[config.mk]
export PLATFORM = sky130hd
export DESIGN_NAME = alu_issue_stage
export DESIGN_NICKNAME = d
export VERILOG_FILES = /design/src/rtl/alu_pkg.sv /design/src/rtl/alu_op_decode.sv /design/src/rtl/alu_issue_stage.sv
export SDC_FILE = /design/constraint.sdc
export NUM_CORES = 1
export LEC_CHECK = 0
export ABC_AREA = 1
export CORE_MARGIN = 2
export CORE_UTILIZATION = 50
export DETAILED_ROUTE_END_ITERATION = 8
export GPL_TIMING_DRIVEN = 0
export HOLD_SLACK_MARGIN = 0.03
export PLACE_DENSITY_LB_ADDON = 0.1
export RECOVER_POWER = 50
export SKIP_LAST_GASP = 1
export SYNTH_ARGS = -nofsm -noshare
export SYNTH_HDL_FRONTEND = slang
export SYNTH_HIERARCHICAL = 1
export SYNTH_SLANG_ARGS = --single-unit
[constraint.sdc]
create_clock -name clk -period 1.9 [get_ports clk]
set_input_delay 0.285 -clock clk [delete_from_list [all_inputs] [get_ports clk]]
set_output_delay 0.285 -clock clk [all_outputs]
set_load 0.02 [all_outputs]
[src/rtl/alu_pkg.sv]
// Shared ALU control encodings, DLX opcode/func constants and the issue-stage entry type.
package alu_pkg;

    localparam int unsigned ALU_DATA_W = 32;

    localparam logic [3:0] ALU_ADD = 4'b0000;
    localparam logic [3:0] ALU_SEQ = 4'b0001;
    localparam logic [3:0] ALU_SNE = 4'b1001;
    localparam logic [3:0] ALU_SLT = 4'b0101;
    localparam logic [3:0] ALU_SGT = 4'b0011;
    localparam logic [3:0] ALU_SLE = 4'b1101;
    localparam logic [3:0] ALU_SGE = 4'b1011;

    localparam logic [5:0] OP_RTYPE = 6'h00;
    localparam logic [5:0] OP_ADDI  = 6'h08;
    localparam logic [5:0] OP_SEQI  = 6'h18;
    localparam logic [5:0] OP_SNEI  = 6'h19;
    localparam logic [5:0] OP_SLTI  = 6'h1A;
    localparam logic [5:0] OP_SGTI  = 6'h1B;
    localparam logic [5:0] OP_SLEI  = 6'h1C;
    localparam logic [5:0] OP_SGEI  = 6'h1D;

    localparam logic [5:0] FN_ADD = 6'h20;
    localparam logic [5:0] FN_SEQ = 6'h28;
    localparam logic [5:0] FN_SNE = 6'h29;
    localparam logic [5:0] FN_SLT = 6'h2A;
    localparam logic [5:0] FN_SGT = 6'h2B;
    localparam logic [5:0] FN_SLE = 6'h2C;
    localparam logic [5:0] FN_SGE = 6'h2D;

    typedef struct packed {
        logic [ALU_DATA_W-1:0] in1;
        logic [ALU_DATA_W-1:0] in2;
        logic [3:0]            crtlSig;
        logic                  illegal;
    } alu_entry_t;

endpackage

[src/rtl/alu_op_decode.sv]
// Combinational DLX opcode/func decode into ALU control, immediate select and illegal flag.
module alu_op_decode
    import alu_pkg::*;
(
    input  logic [5:0] opcode,
    input  logic [5:0] func,
    output logic [3:0] crtlSig,
    output logic       imm_sel,
    output logic       illegal
);

    always_comb begin
        crtlSig = ALU_ADD;
        imm_sel = 1'b0;
        illegal = 1'b0;
        if (opcode == OP_RTYPE) begin
            case (func)
                FN_ADD:  crtlSig = ALU_ADD;
                FN_SEQ:  crtlSig = ALU_SEQ;
                FN_SNE:  crtlSig = ALU_SNE;
                FN_SLT:  crtlSig = ALU_SLT;
                FN_SGT:  crtlSig = ALU_SGT;
                FN_SLE:  crtlSig = ALU_SLE;
                FN_SGE:  crtlSig = ALU_SGE;
                default: illegal = 1'b1;
            endcase
        end else begin
            imm_sel = 1'b1;
            case (opcode)
                OP_ADDI: crtlSig = ALU_ADD;
                OP_SEQI: crtlSig = ALU_SEQ;
                OP_SNEI: crtlSig = ALU_SNE;
                OP_SLTI: crtlSig = ALU_SLT;
                OP_SGTI: crtlSig = ALU_SGT;
                OP_SLEI: crtlSig = ALU_SLE;
                OP_SGEI: crtlSig = ALU_SGE;
                default: begin
                    // Unknown opcodes still issue, as an ADD on the register operands.
                    imm_sel = 1'b0;
                    illegal = 1'b1;
                end
            endcase
        end
    end

endmodule

[src/rtl/alu_issue_stage.sv]
// Execute-stage issue register with a 2-entry (output + skid) valid/ready buffer feeding alu_arith.
// Optional performance counters are enabled by defining ALU_ISSUE_PERF_CNT_EN.
module alu_issue_stage
    import alu_pkg::*;
#(
    parameter int unsigned DATA_W = ALU_DATA_W,
    parameter int unsigned IMM_W  = 16
) (
    input  logic              clk,
    input  logic              rst,
    input  logic              flush,
    input  logic              in_valid,
    output logic              in_ready,
    input  logic [5:0]        opcode,
    input  logic [5:0]        func,
    input  logic [DATA_W-1:0] rs1_val,
    input  logic [DATA_W-1:0] rs2_val,
    input  logic [IMM_W-1:0]  imm,
    output logic              out_valid,
    input  logic              out_ready,
    output logic [DATA_W-1:0] in1,
    output logic [DATA_W-1:0] in2,
    output logic [3:0]        crtlSig,
    output logic              illegal
`ifdef ALU_ISSUE_PERF_CNT_EN
    ,
    output logic [31:0]       issue_cnt,
    output logic [31:0]       stall_cnt
`endif
);

    logic [3:0]        dec_crtl;
    logic              dec_imm_sel;
    logic              dec_illegal;
    logic [DATA_W-1:0] imm_ext;

    // Entry storage uses alu_entry_t, so DATA_W is expected to equal ALU_DATA_W.
    alu_entry_t new_entry;
    alu_entry_t out_q;
    alu_entry_t out_d;
    alu_entry_t skid_q;
    alu_entry_t skid_d;
    logic       out_valid_d;
    logic       skid_full_q;
    logic       skid_full_d;
    logic       accept;
    logic       issue;

    alu_op_decode u_decode (
        .opcode  (opcode),
        .func    (func),
        .crtlSig (dec_crtl),
        .imm_sel (dec_imm_sel),
        .illegal (dec_illegal)
    );

    assign imm_ext = {{(DATA_W-IMM_W){imm[IMM_W-1]}}, imm};
    assign accept  = in_valid && in_ready;
    assign issue   = out_valid && out_ready;

    always_comb begin
        new_entry.in1     = rs1_val;
        new_entry.in2     = dec_imm_sel ? imm_ext : rs2_val;
        new_entry.crtlSig = dec_crtl;
        new_entry.illegal = dec_illegal;
    end

    always_comb begin
        out_d       = out_q;
        skid_d      = skid_q;
        out_valid_d = out_valid;
        skid_full_d = skid_full_q;
        if (flush) begin
            out_valid_d = 1'b0;
            skid_full_d = 1'b0;
        end else if (issue) begin
            // in_ready is low whenever skid is full, so accept cannot coincide with a skid refill.
            if (skid_full_q) begin
                out_d       = skid_q;
                skid_full_d = 1'b0;
            end else if (accept) begin
                out_d = new_entry;
            end else begin
                out_valid_d = 1'b0;
            end
        end else if (accept) begin
            if (out_valid) begin
                skid_d      = new_entry;
                skid_full_d = 1'b1;
            end else begin
                out_d       = new_entry;
                out_valid_d = 1'b1;
            end
        end
    end

    always_ff @(posedge clk) begin
        if (rst) begin
            out_q       <= '0;
            skid_q      <= '0;
            out_valid   <= 1'b0;
            skid_full_q <= 1'b0;
            in_ready    <= 1'b0;
        end else begin
            out_q       <= out_d;
            skid_q      <= skid_d;
            out_valid   <= out_valid_d;
            skid_full_q <= skid_full_d;
            in_ready    <= !skid_full_d;
        end
    end

    assign in1     = out_q.in1;
    assign in2     = out_q.in2;
    assign crtlSig = out_q.crtlSig;
    assign illegal = out_q.illegal;

`ifdef ALU_ISSUE_PERF_CNT_EN
    always_ff @(posedge clk) begin
        if (rst) begin
            issue_cnt <= '0;
            stall_cnt <= '0;
        end else begin
            if (issue) begin
                issue_cnt <= issue_cnt + 32'd1;
            end
            if (out_valid && !out_ready) begin
                stall_cnt <= stall_cnt + 32'd1;
            end
        end
    end
`endif

endmodule
Yosys cells after proc, flatten, opt, wreduce, memory -nomap -nowiden
Cells that the tools add are included.

operators by class
  bitwise gates (word level) = 2
  muxes and demuxes = 22
  reductions and logical operators = 12
  equal/unequal tests = 17

operators by type and width
  operator                                                                  number
  69-bit two-way mux                                                        5
  4-bit one-hot mux with 6 select lines                                     2
  6-bit == test (second input constant)                                     7
  6-bit by 5-bit == test with 1-bit output (second input constant)          6
  32-bit two-way mux                                                        1
  7-bit OR reduction                                                        2
  1-bit two-way mux                                                         13
  4-bit AND reduction                                                       2
  6-bit by 4-bit == test with 1-bit output (second input constant)          1
  6-bit zero test                                                           1
  4-bit two-way mux                                                         1
  2-bit inequality test (second input constant)                             2
  2-bit nonzero test                                                        2
  3-bit AND reduction                                                       1
  1-bit logical AND                                                         2
  2-bit by 1-bit inequality test with 1-bit output (second input constant)  1
  1-bit inverter                                                            2
  2-bit OR reduction                                                        1
  1-bit zero test                                                           1

word-level totals
  logic and storage cells = 64
  output and inout bits = 71
  register bits = 141

Logic depth before layout (Yosys ltp)
  depth in word-level cells = 8
  gate-level depth with buffers = 14

Hierarchy
Netlist, hierarchy kept.

modules (own cells, without submodules)
  module           seq. area each (um^2)  area an instance (um^2)  times used  cells each
  alu_issue_stage  2822.7                 6525.0                   1           1071
  alu_op_decode    0.0                    274.0                    1           63

Worst setup path after synthesis
OpenSTA, ideal clock, no wires.

  path type = in2reg
  start = in opcode[5]
  end = reg skid_q[36] in the netlist's numbering
  cell stages on the path = 11
  buffers on the path = 2
  data required time = 1.784 ns
  library setup time = 0.116 ns
  path slack = 0.296 ns
  data arrival time = 1.488 ns
  cells stage by stage = inv_1 -> nand2_1 -> nor2_1 -> nor2_2 -> nand2_1 -> buf_2 -> nand2_1 -> clkbuf_1 -> nand2_1 -> nor2_1 -> nor2_1

on the way
  longest elaborated chain between the ends = 5
  elaborated cells between the ends (all ways) = 12
  those cells by class = eq/ne: 7; mux: 3; reduce/logical: 2

ends and longest elaborated chain
  element                                                                                               RTL line                source
  start: declaration                                                                                    alu_issue_stage.sv:14   input logic [5:0] opcode,
  6-bit by 4-bit == test with 1-bit output or 6-bit by 5-bit == test with 1-bit output (tied branches)  alu_op_decode.sv:29     case (opcode)
  7-bit OR reduction (no source line)                                                                   -
  1-bit two-way mux                                                                                     alu_op_decode.sv:29
  1-bit two-way mux *                                                                                   alu_op_decode.sv:16     if (opcode == OP_RTYPE) begin
  named net dec_imm_sel                                                                                 alu_issue_stage.sv:33   logic dec_imm_sel;
  32-bit two-way mux *                                                                                  alu_issue_stage.sv:63   new_entry.in2 = dec_imm_sel ? imm_ext : rs2_val;
  end signal: assignment                                                                                alu_issue_stage.sv:106  skid_q <= skid_d;
  end: declaration                                                                                      alu_issue_stage.sv:41   alu_entry_t skid_q;

Mark *: on every way through the listed nets, which the timed path passes. The rest lies on a longest branch.
A chain may end at the register's enable or synchronous reset.

Worst setup path after layout
  start = reg out_valid
  end = out out_valid

RTL lines
  element                   RTL line                source
  start: declaration        alu_issue_stage.sv:19   output logic out_valid,
  start signal: assignment  alu_issue_stage.sv:107  out_valid <= out_valid_d;

No word-level cell between the ends.

==> results.tsv <==
stage	metric	value	unit
layout	nNetsFinal	1417	
power_and_ir_drop	p_leak	4.855	nW
layout	synthToLayoutAreaGrowth	36.69	%
yosys	syn_area_per_cell	5.996	sq um
timing	maxSlewViolCount	0	
clocking	cts_tree	yes	
yosys	synth_most_common_cell	nand2_1	
timing	finalSetupViolations	0	
yosys	syn_inst	1134	
global_route	grt_start_max_net_pins	17	
critical_path	crit_fanout	7	
timing	fin_tns_setup	0	ps
yosys	yosys_warnings	6	
critical_path	crit_path_end_kind	output port	
layout	drive_above_1_share	6.011	%
yosys	syn_area	0.006799	sq mm
place	gp_congestion	0.8393	
clocking	path_clk_slew	50	ps
yosys	synth-edff-count	0	
critical_path	r2r_cells	8	
routing	dr.pass1.iters	7	
clocking	clockBufferDepth	2	
layout	seqCellArea	0.002823	sq mm
job	max_cap_viol_count	0	
clocking	clock-sinks	141	
yosys	synth_largest_area_cell	dfxtp_1	
critical_path	reg2reg_from	out_valid$_SDFFE_PP0P_	
yosys	yosysSeqAreaShare	41.52	%
global_route	grt-ovfl-total	0	
die	coreArea	0.01324	sq mm
die	initial_core_util	51.34	%
timing	fmax	543.8	MHz
routing	drc	0	
yosys	synth.distinct_cells	23	
routing	antenna_left	0	
routing	wl	19440	microns
die	die_w	120.6	microns
critical_path	crit_chain	clkdlybuf4s50_1	
critical_path	worstPathArrival	1550	ps
worst_hold_path	hold_path_class	primary input to register	
routing	dr.first_iter.drc_count	559	
critical_path	crit_buf_inv	1	
timing	hold_viol	0	
critical_path	path_class	register to output port	
yosys	ys_ff_latch	141	
timing	finalClockSkew	5.933	ps
clocking	cts_root_buffer	clkbuf_16	
critical_path	critPathLaunchType	register	
global_route	antenna_found_initial	1	
clocking	cts_buffers	17	
critical_path	worstPathRequired	1620	ps
timing	fin_crit_sh	96.78	%
routing	avgViaCountPerCell	4.794	
routing	num_vias	7225	
layout	nFillCells	1237	
worst_hold_path	hold_depth	2	
timing	max-slew-margin-rel	59.76	%
place	io_buffers	166	
yosys	synth_ff_type	dfxtp_1	
outcome	status	finished, final reports clean	
yosys	synthTopCellsByArea	dfxtp_1 (42%), nand2_1 (26%), nor2_1 (14%), inv_1 (5.0%), o21ai_0 (4.1%)	
global_route	track_usage	27.86	%
global_route	grt_pass1_wl	32280	microns
clocking	clock_latency	420	ps
worst_hold_path	hold_start	rst	
critical_path	cp_slowest_stage_delay	680	ps
critical_path	reg2reg_to	in1[30]$_SDFFE_PP0P_	
die	row_count	42	
worst_hold_path	hold_end	skid_q[10]$_SDFFE_PP0P_	
timing	finalCriticalPeriod	1839	ps
die	dieHeight	120.6	microns
layout	antennaDiodeCount	0	
yosys	yosysTopAreaCellShare	41.52	%
yosys	synthArstFlopShare	0	%
critical_path	cpMaxStageDelayCell	clkdlybuf4s50_1	
critical_path	r2r_slack	200	ps
power_and_ir_drop	ir_drop	0.6521	mV
place	hpwl	13800	microns
clocking	htreeDepth	4	
timing	rsz0062_at_grt	yes	
critical_path	critPathTopFamily	buffers and inverters	
timing	tightest_slew	603.7	ps
die	dieArea	0.01455	sq mm
yosys	yosys-top-cells-count	nand2_1 (466), nor2_1 (257), dfxtp_1 (141), inv_1 (91), o21ai_0 (56)	
power_and_ir_drop	power_density	744.1	mW/mm^2
routing	wl_per_cell	12.90	microns
timing	worst_slack	61.24	ps
layout	multi_input_area	0.003328	sq mm
global_route	first_global_vias	6867	
place	place_ws	-664.6	ps
die	io_pins	168	
yosys	syn_nets	1231	
[power breakdown]
part | total, mW | switching [mW] | internal (mW)
sequential | 3.04 | 0.0263 | 3.01
combinational | 0.786 | 0.414 | 0.372
clock | 3.09 | 1.22 | 1.88
total | 6.92 | 1.66 | 5.26
[area by class of cell]
type / count / area share [%]
clock buffers: 23 / 5.143
plain buffers: 64 / 3.702
well taps: 176 / 2.369
clock inverters: 7 / 0.7001
repair buffers: 167 / 18.12
inverters: 93 / 3.783
flip-flops and latches: 141 / 30.37
multi-input cells: 836 / 35.81
[kinds of logic (layout without fill, tap and decap cells)]
group / count (synthesis) / count (layout) / share of synthesized area (%)
AO/OA/AOI/OAI: 74 / 74 / 5.466
flip-flops: 141 / 141 / 41.52
AND/OR/NAND/NOR: 762 / 762 / 43.30
buffers and inverters: 157 / 354 / 9.717
[repair_timing]
action                                  in CTS  in global routing
hold buffers                                 0                  0
pin swaps                                    0                  1
gates resized for setup                      8                 13
endpoints found under the setup margin      49                 67
gates cloned                                 0                  0
setup buffers                                0                  1
[worst reg2reg max path, cell delays in order, from the launching register on]
cell	delay, ps
dfxtp_1	450
nand3_2	210
inv_2	180
buf_4	210
buf_2	280
nand2_1	100
nand2_1	70
nor2_1	50
nor2_1	90
[registers in the layout (all words and copies together) (netlist names)]
name and cells:
skid_full_q 1, in_ready 1, in2 32, in1 32, skid_q 69, out_valid 1, illegal 1, crtlSig 4
[metal layers]
layer,GRT usage (%),share of wire (%),up-vias
li1,-,-,3757
met1,35.31,44,3186
met2,45.80,46,242
met3,7.123,7.0,38
met4,10.03,2.5,2
met5,0,0.067,-
[worst max-delay path by stage]
stage,from,to,slack (ps),depth (start not counted)
floorplan,opcode[5],skid_q[36]$_SDFFE_PP0P_,300,11
global placement,opcode[5],in2[31]$_SDFFE_PP0P_,-630,14
detailed placement,opcode[5],in2[31]$_SDFFE_PP0P_,-660,14
CTS,opcode[1],in2[31]$_SDFFE_PP0P_,-50,14
global route,opcode[2],in2[10]$_SDFFE_PP0P_,-20,15
finish,out_valid$_SDFFE_PP0P_,out_valid,60,1
[metrics by stage]
step	util, %	area, sq um	cells	total power, mW	hold WS, ps
2_1_floorplan	-	6799	1134	3.486	363.2
3_3_place_gp	65.55	8681	1476	3.874	447.9
4_1_cts	69.78	9241	1506	6.947	155.1
6_report	70.18	9294	1507	6.916	161.0
5_1_grt	70.18	9294	1507	7.177	174.2
3_5_place_dp	65.55	8681	1476	3.883	452.0
[layout by cell type (no fill, tap or decap), types with 2 or more instances in the layout]
cell             count
clkinv_2             4
dlygate4sd3_1       66
clkdlybuf4s50_1     99
nor2_2               4
nand2_2              3
nand2_1            464
nand4_1              2
o21ai_0             56
clkbuf_2             2
clkbuf_8             3
inv_2                2
nor2_1             256
buf_2               24
buf_1                4
clkbuf_16           17
clkbuf_1            25
buf_6                7
buf_4                4
dfxtp_1            141
nand3_1             26
a21oi_1             17
clkinvlp_4           2
inv_1               90
No activity file was read; power rests on OpenSTA's default activity.
